`config.mk`:
```
export PLATFORM = sky130hd
export DESIGN_NAME = screen_mem_resp
export DESIGN_NICKNAME = d
export VERILOG_FILES = /design/src/rtl/screen_pkg.sv /design/src/rtl/screen_resp_fifo.sv /design/src/rtl/screen_mem_resp.sv
export SDC_FILE = /design/constraint.sdc
export NUM_CORES = 1
export LEC_CHECK = 0
export BUFFER_PORTS_ARGS = -buffer_cell sky130_fd_sc_hd__buf_2
export CORE_ASPECT_RATIO = 1.2
export CORE_UTILIZATION = 49
export CTS_BUF_LIST = sky130_fd_sc_hd__clkbuf_4
export DETAILED_ROUTE_END_ITERATION = 8
export MAX_ROUTING_LAYER = met4
export PLACE_DENSITY_LB_ADDON = 0.2
export SETUP_SLACK_MARGIN = 0.5
export SYNTH_ARGS = -nofsm -noshare
export SYNTH_HDL_FRONTEND = slang
export SYNTH_SLANG_ARGS = --single-unit
```
`constraint.sdc`:
```
create_clock -name clk -period 2.4 [get_ports clk]
set_input_delay 0.6 -clock clk [delete_from_list [all_inputs] [get_ports clk]]
set_output_delay 0.6 -clock clk [all_outputs]
set_load 0.05 [all_outputs]
```
`src/rtl/screen_pkg.sv`:
```
// Shared constants and types for the screen memory response path.
// Latency: n/a (package only).
// Backpressure: n/a (package only).
package screen_pkg;

    localparam int SCR_DW         = 16;  // pixel data word width
    localparam int SCR_AW         = 20;  // read address width (base + local bits)
    localparam int SCR_RESP_DEPTH = 4;   // return-buffer entries, power of two

    typedef logic [SCR_DW-1:0] pixel_t;

endpackage

```
`src/rtl/screen_resp_fifo.sv`:
```
// Return-data buffer: FIFO-ordered storage with a registered occupancy count.
// Latency: push visible at head one cycle later; head is a combinational read.
// Backpressure: push while full and pop while empty are ignored; count/pointers unchanged.
//
// Ports: clk, rst (async, active-high); push/push_dat write the tail;
//        pop retires the head; head is the oldest entry; full, empty, count.
module screen_resp_fifo
    import screen_pkg::*;
#(
    parameter int DW    = SCR_DW,
    parameter int DEPTH = SCR_RESP_DEPTH,
    localparam int PW   = $clog2(DEPTH),
    localparam int CW   = PW + 1
) (
    input  logic          clk,
    input  logic          rst,
    input  logic          push,
    input  logic [DW-1:0] push_dat,
    input  logic          pop,
    output logic [DW-1:0] head,
    output logic          full,
    output logic          empty,
    output logic [CW-1:0] count
);

    logic [DW-1:0] mem [DEPTH];
    logic [PW-1:0] wr_ptr;
    logic [PW-1:0] rd_ptr;
    logic          do_push;
    logic          do_pop;

    assign full    = (count == CW'(DEPTH));
    assign empty   = (count == '0);
    assign do_push = push && !full;
    assign do_pop  = pop && !empty;
    assign head    = mem[rd_ptr];

    // DEPTH is a power of two, so the pointers wrap by natural overflow.
    always_ff @(posedge clk or posedge rst) begin
        if (rst) begin
            wr_ptr <= '0;
            rd_ptr <= '0;
            count  <= '0;
        end else begin
            if (do_push) wr_ptr <= wr_ptr + 1'b1;
            if (do_pop)  rd_ptr <= rd_ptr + 1'b1;
            case ({do_push, do_pop})
                2'b10:   count <= count + 1'b1;
                2'b01:   count <= count - 1'b1;
                default: count <= count;
            endcase
        end
    end

    // Storage needs no reset: an entry is only read after it has been written.
    always_ff @(posedge clk) begin
        if (do_push) mem[wr_ptr] <= push_dat;
    end

endmodule

```
`src/rtl/screen_mem_resp.sv`:
```
// Read responder: grants addresses against buffer credits, drives a sync RAM, queues returns.
// Latency: address accepted in T -> RAM read in T -> data at mem_dat in T+2 (minimum).
// Backpressure: credit based; grant drops when buffered + in-flight reaches DEPTH or RAM is busy.
//
// Ports: clk, rst (async, active-high);
//        mem_addr_vld/mem_addr_gnt/mem_addr   request address channel;
//        mem_dat_vld/mem_dat_gnt/mem_dat      return data channel;
//        ram_busy, ram_rd_en, ram_addr, ram_rd_dat  synchronous RAM read port.
module screen_mem_resp
    import screen_pkg::*;
#(
    parameter int DW    = SCR_DW,
    parameter int AW    = SCR_AW,
    parameter int DEPTH = SCR_RESP_DEPTH
) (
    input  logic          clk,
    input  logic          rst,
    input  logic          mem_addr_vld,
    output logic          mem_addr_gnt,
    input  logic [AW-1:0] mem_addr,
    output logic          mem_dat_vld,
    input  logic          mem_dat_gnt,
    output logic [DW-1:0] mem_dat,
    input  logic          ram_busy,
    output logic          ram_rd_en,
    output logic [AW-1:0] ram_addr,
    input  logic [DW-1:0] ram_rd_dat
);

    localparam int CW = $clog2(DEPTH) + 1;

    logic          in_flight;
    logic [CW-1:0] buf_count;
    logic          buf_full;
    logic          buf_empty;
    logic [DW-1:0] buf_head;
    logic [CW:0]   occ;

    // A read in flight has already claimed a buffer slot, so it counts as a credit in use.
    assign occ = {1'b0, buf_count} + {{CW{1'b0}}, in_flight};

    // Grant never looks at mem_addr_vld, so the requester may use it to decide.
    // occ < DEPTH already implies !buf_full; the full term guards the buffer directly.
    assign mem_addr_gnt = !rst && !ram_busy && !buf_full && (occ < (CW+1)'(DEPTH));
    assign ram_rd_en    = mem_addr_vld && mem_addr_gnt;
    assign ram_addr     = mem_addr;

    // RAM data lands one cycle after the strobe; busy does not abort it.
    always_ff @(posedge clk or posedge rst) begin
        if (rst) in_flight <= 1'b0;
        else     in_flight <= ram_rd_en;
    end

    screen_resp_fifo #(
        .DW    (DW),
        .DEPTH (DEPTH)
    ) u_fifo (
        .clk      (clk),
        .rst      (rst),
        .push     (in_flight),
        .push_dat (ram_rd_dat),
        .pop      (mem_dat_gnt),
        .head     (buf_head),
        .full     (buf_full),
        .empty    (buf_empty),
        .count    (buf_count)
    );

    assign mem_dat_vld = !buf_empty;
    // Zero when empty so stale storage never appears on the bus (including during reset).
    assign mem_dat     = buf_empty ? '0 : buf_head;

endmodule

```
# Yosys cells after proc, flatten, opt, wreduce, memory -nomap -nowiden
# Memory sizes are Yosys's and may differ from the RTL's.
# Cells that the tools add are included.
# W data, S select, Z words.
dict set report word_totals {
  rom_bits 0
  latch_bits 0
  elab_cells 30
  input_bits 41
  out_inout_bits 39
  memories 1
  register_bits 8
  ram_bits 64
}
# memory depth width read_ports rd_ports_with_merged_regs wr line_no
set mem_list {}
lappend mem_list {u_fifo.mem 4 16 1 0 1 screen_resp_fifo.sv:26} ;# logic [DW-1:0] mem [DEPTH];
dict set report op_classes {
  n_div 0
  addsub 5
  multipliers 0
  n_eq_ne 3
  n_lt_le_gt_ge 1
  muxes 4
  shifts 0
  reduce_logical 12
  bitwise_logic 0
}
# cell count
set op_table {}
lappend op_table {{$mux W16} 1}
lappend op_table {{$logic_and A1 B1 Y1} 6}
lappend op_table {{$pmux W3 S2} 1}
lappend op_table {{$add A2 B1 Y2 const B} 2}
lappend op_table {{$add A3 B1 Y4} 1}
lappend op_table {{$logic_not A1 Y1} 4}
lappend op_table {{$lt A4 B3 Y1 const B} 1}
lappend op_table {{$add A3 B1 Y3 const B} 1}
lappend op_table {{$eq A3 B3 Y1 const B} 1}
lappend op_table {{$logic_not A3 Y1} 1}
lappend op_table {{$sub A3 B1 Y3 const B} 1}
lappend op_table {{$eq A2 B1 Y1 const B} 1}
lappend op_table {{$eq A2 B2 Y1 const B} 1}
lappend op_table {{$mux W1} 2}
lappend op_table {{$reduce_bool A2 Y1} 1}

# Logic depth before layout (Yosys ltp)
dict set report depth {
  depth_word 5
  depth_mapped 9
}

# Hierarchy
# Synthesis repeated with hierarchy kept, for this count alone.
dict set report hier_totals {
  hier_cells 166
  hier_area_um2 3101.7
}
# mod area_per_inst_um2 instances seq_area_each_um2 cells_each
set modules_own_cells {}
lappend modules_own_cells {screen_resp_fifo 2778.9 1 2097.0 122}
lappend modules_own_cells {screen_mem_resp 322.8 1 25.0 44}

# Worst setup path before layout
# No wires, ideal clock.
dict set report synth_timing {
  kind {input to output}
  from {input rst}
  to {output ram_rd_en}
  required_time_ps 1800
  n_path_buf 0
  cell_stages 2
  arrival_ps 2812
  setup_slack_ps -1012
  cell_sequence {nor4_1 and2_1}
}
dict set report synth_via {
  elab_chain_len 5
}
# item line_no
set synth_lines {}
lappend synth_lines {{from (decl)} screen_mem_resp.sv:17} ;# input logic rst,
lappend synth_lines {{$logic_not A1 Y1 (no source line)} --}
lappend synth_lines {{$logic_and A1 B1 Y1 (3 in series)} screen_mem_resp.sv:44} ;# assign mem_addr_gnt = !rst && !ram_busy && !buf_full && (occ < (CW+1)'(DEPTH));
lappend synth_lines {{$logic_and A1 B1 Y1} screen_mem_resp.sv:45} ;# assign ram_rd_en = mem_addr_vld && mem_addr_gnt;
lappend synth_lines {{to (decl)} screen_mem_resp.sv:25} ;# output logic ram_rd_en,
# Every way passes these cells.

# Worst setup path after layout
dict set report layout_timing {
  from {register u_fifo.rd_ptr[0]}
  to {output mem_dat[12]}
}
dict set report layout_via {
  elab_chain_len 2
}
# item line_no
set layout_lines {}
lappend layout_lines {{from (decl)} screen_resp_fifo.sv:28} ;# logic [PW-1:0] rd_ptr;
lappend layout_lines {{from (signal assigned)} screen_resp_fifo.sv:46} ;# if (do_pop) rd_ptr <= rd_ptr + 1'b1;
lappend layout_lines {{$mem_v2 Z4 W16} --}
lappend layout_lines {{$mux W16} screen_mem_resp.sv:71} ;# assign mem_dat = buf_empty ? '0 : buf_head;
lappend layout_lines {{to (decl)} screen_mem_resp.sv:23} ;# output logic [DW-1:0] mem_dat,
# Every way passes these cells.

==> reports/results.md <==
| Step | Parameter | This run |
| --- | --- | --- |
| route | DRT iter0 DRCs | 39 |
| logic synthesis | Synthesized area divided by synthesized cell count | 18.7 sq um |
| pwr | Comb power frac | 55.4% |
| placed design | Placed standard-cell area | 3320 sq um |
| worst setup path | Max Fanout on Critical Path | 4 |
| pwr | Total power consumption of the routed design | 5.14 mW |
| global routing | Busiest metal layer after global routing | met2 |
| global routing | Overflow left after global routing | 0 |
| pwr | Power Internal | 3.31 mW |
| final layout | Most frequent cells in the layout | 64 x edfxtp_1, 20 x buf_2, 19 x and2_4, 17 x buf_8, 15 x mux4_2 |
| placed design | Port buffer count | 39 |
| timing | Setup repair after global routing missed its margin | true |
| placed design | Detailed placer's ending HPWL | 3480 um |
| pwr | Fraction of power consumed by the clock network | 14.2% |
| logic synthesis | Post-Synthesis Cells | 164 |
| placed design | Cell Count Post-Placement | 268 |
| timing | Number of pins exceeding their max-slew limit in the final report | 0 |
| final layout | Share of the core filled with cells in the final layout | 64.2% |
| timing | Smallest hold slack | 155 ps |
| timing | Final min period | 2470 ps |
| final layout | Filler Cells Inserted | 451 |
| timing | Final setup violation count | 10 |
| logic synthesis | Number of nets produced by synthesis | 211 |
| logic synthesis | Sequential-to-total area share from yosys stat | 69.1% |
| worst setup path | Data arrival at the endpoint of the critical path | 1870 ps |
| final layout | Post-route non-filler standard cell count | 300 |
| timing | Hold Violations, Final | 0 |
| final layout | Nets | 260 |
| final layout | Ant diodes | 0 |
| timing | Actual slew at the worst max-slew pin | 321 ps |
| route | Sum of routed wire length over all layers | 5840 um |
| die | Row cnt | 31 |
| die | Die outline height | 88.7 um |
| logic synthesis | Post-Synthesis Cell Area | 3070 sq um |
| die | Number of top-level pins | 80 |
| die | Die outline width | 74.3 um |
| final layout | Ratio of cells with drive above 1 in the final layout | 57.3% |
| job | Max-capacitance violation count | 0 |
| worst setup path | Worst-case reg-to-reg path depth | 9 |
| global routing | Total routing usage reported by global routing | 20.5% |
| global routing | Maximum number of pins on one net before global-route repair | 14 |
| logic synthesis | Synth unique cells | 23 |
| worst setup path | Critical path launch point type | flop |
| route | Routed wire per std cell | 19.5 um |
| global routing | Initial antenna violation count | 0 |
| global routing | Via count of the first global-routing pass | 1647 |
| die | Core outline area | 6050 sq um |
| outcome | Status | complete, but fails checks |
| clock tree | Number of buffers added by the clock tree synthesis step | 9 |
| die | Starting density of the core | 50.7% |
| worst setup path | Category of the most critical setup path | flop to primary output |
| timing | Worst clock skew on the final layout | 16.6 ps |
| pwr | Switching Share | 35.6% |
| clock tree | Clock net sink count | 72 |
| logic synthesis | Total of warnings raised by yosys | 0 |
| clock tree | Cell at the root of the clock tree | clkbuf_4 |
| logic synthesis | Number of synthesized register bits | 72 |
| worst hold path | Worst Hold Class | primary input to async pin |
| timing | Achievable Freq | 405 MHz |
| global routing | Met3 Use GR | 5.58% |
| pwr | Pwr/cell area | 1320 nW/um^2 |
| clock tree | CTS tree | done |
| outcome | Violations in the final reports | negative setup slack |
| route | Vias per std cell | 5.15 |
| die | Die footprint | 6590 sq um |
| pwr | Net switching power figure | 1.83 mW |
| global routing | M2 GR Usage | 32.9% |
| clock tree | Register clock-pin slew on the reported worst setup and hold paths | 110 ps |
| clock tree | Clock latency on the worst-skew pair | 400 ps |
| clock tree | CTS HTree Levels | 3 |
| worst setup path | Critical path data required time | 1800 ps |
| global routing | First-pass GRT wire length | 8720 um |
| global routing | Routing usage on met1 | 22.5% |
| route | Number of search-and-repair iterations in the first detailed-routing pass | 4 |
| route | DR DRC count | 0 |
| final layout | Most common library cell in the layout ignoring fill and taps | edfxtp_1 |
| worst setup path | Kind of capture point of the worst setup path | primary output |
| pwr | Maximum vdd ir drop | 0.932 mV |
| pwr | LEAKAGE | 1.47 nW |
| timing | Setup ws final | -66.5 ps |
| final layout | Area Growth Syn to Fin | 26.6% |
| timing | Relative slew margins | 78.6% |
| placed design | Routability congestion estimate | 0.670 |
| pwr | Sequential Power Share | 30.4% |
| timing | Post-route clock period utilization | 103% |
| route | Total vias in the final route | 1544 |
| final layout | Post-route standard cell area excluding fillers | 3890 sq um |
| route | Final ANT Viol Nets | 0 |
| clock tree | Maximum root-to-sink buffer count | 2 |
==> worst max-delay path, cell delays in order (launching register included) <==
cell     delay [ps]
dfrtp_2         440
buf_12          120
buf_16          110
mux4_2          490
and2_4          160
buf_8           140
==> metrics by stage <==
stage	TNS, ps	worst slack (ps)
finish	-566	-66.5
global route	-1870	-158
CTS	-1370	-120
detailed placement	0	237
global placement	0	289
floorplan	0	177
==> Yosys cell counts, drive strengths merged <==
cell type / instances / area share (%)
mux2: 1 / 0.37
nor4: 1 / 0.20
xnor2: 3 / 0.86
nor2: 1 / 0.12
a31oi: 1 / 0.20
mux4: 16 / 13
dfrtp: 8 / 6.5
and3: 1 / 0.20
edfxtp: 64 / 63
fa: 1 / 0.65
xor2: 3 / 0.86
ha: 5 / 2.0
or3: 1 / 0.20
buf: 25 / 6.4
clkbuf: 1 / 0.12
mux2i: 1 / 0.33
nand3: 1 / 0.16
inv: 8 / 0.98
and2: 22 / 4.5
==> final timing paths <==
path                                       start               end  slack (ps)
worst max-delay path            u_fifo.rd_ptr[0]       mem_dat[12]         -70
worst min-delay path                         rst         in_flight         160
worst max register to register   u_fifo.count[2]   u_fifo.count[2]         330
worst min register to register  u_fifo.wr_ptr[1]  u_fifo.wr_ptr[1]         580
max in group asynchronous                    rst   u_fifo.count[2]        1970
min in group clk                   ram_rd_dat[5]  u_fifo.mem[2][5]         410
==> kinds of logic (layout without fill, tap and decap cells) <==
| family | after synthesis | in the layout | synth area share [%] |
|---|---|---|---|
| AO/OA/AOI/OAI | 1 | 1 | 0.204 |
| XOR/XNOR | 6 | 6 | 1.71 |
| multiplexers | 18 | 18 | 13.4 |
| AND/OR/NAND/NOR | 27 | 27 | 5.38 |
| buffers and inverters | 34 | 88 | 7.50 |
| flip-flops | 72 | 72 | 69.1 |
| adder cells (fa/ha/maj) | 6 | 6 | 2.69 |
==> cell type report <==
cell class	instances	area (sq um)	area share, %
clock buffers	11	82.6	2.12
clock inverters	5	48.8	1.26
inverters	8	30.0	0.772
multi-input cells	58	779	20.1
flip-flops and latches	72	2120	54.7
well taps	82	103	2.64
repair buffers	64	719	18.5
==> timing repair <==
action | CTS | global route
buffers inserted | 9 | 5
endpoints found under the setup margin | 21 | 32
hold buffers | 0 | 0
cloned | 2 | 0
pin swaps | 16 | 15
resized for setup | 82 | 13
==> layer usage <==
metal | vias to the layer above | routed length, um
li1 | 693 | -
met1 | 771 | 2170
met2 | 45 | 3170
met3 | 35 | 271
met4 | 0 | 227
met5 | - | 0
==> flip-flops by register name, summed over array words and instances, names as in the netlist <==
| signal | cells |
|---|---|
| u_fifo.mem | 64 |
| u_fifo.wr_ptr | 2 |
| u_fifo.count | 3 |
| u_fifo.rd_ptr | 2 |
| in_flight | 1 |
==> power groups by stage <==
| stage | sequential (mW) | clock [mW] | combinational, mW |
|---|---|---|---|
| after floorplan | 1.54 | 0 | 1.67 |
| after global placement | 1.58 | 0 | 1.85 |
| after detailed placement | 1.59 | 0 | 1.89 |
| after CTS | 1.56 | 0.747 | 2.74 |
| after global routing | 1.57 | 0.796 | 3.01 |
| final | 1.56 | 0.729 | 2.85 |
No activity file was read; power rests on OpenSTA's default activity.
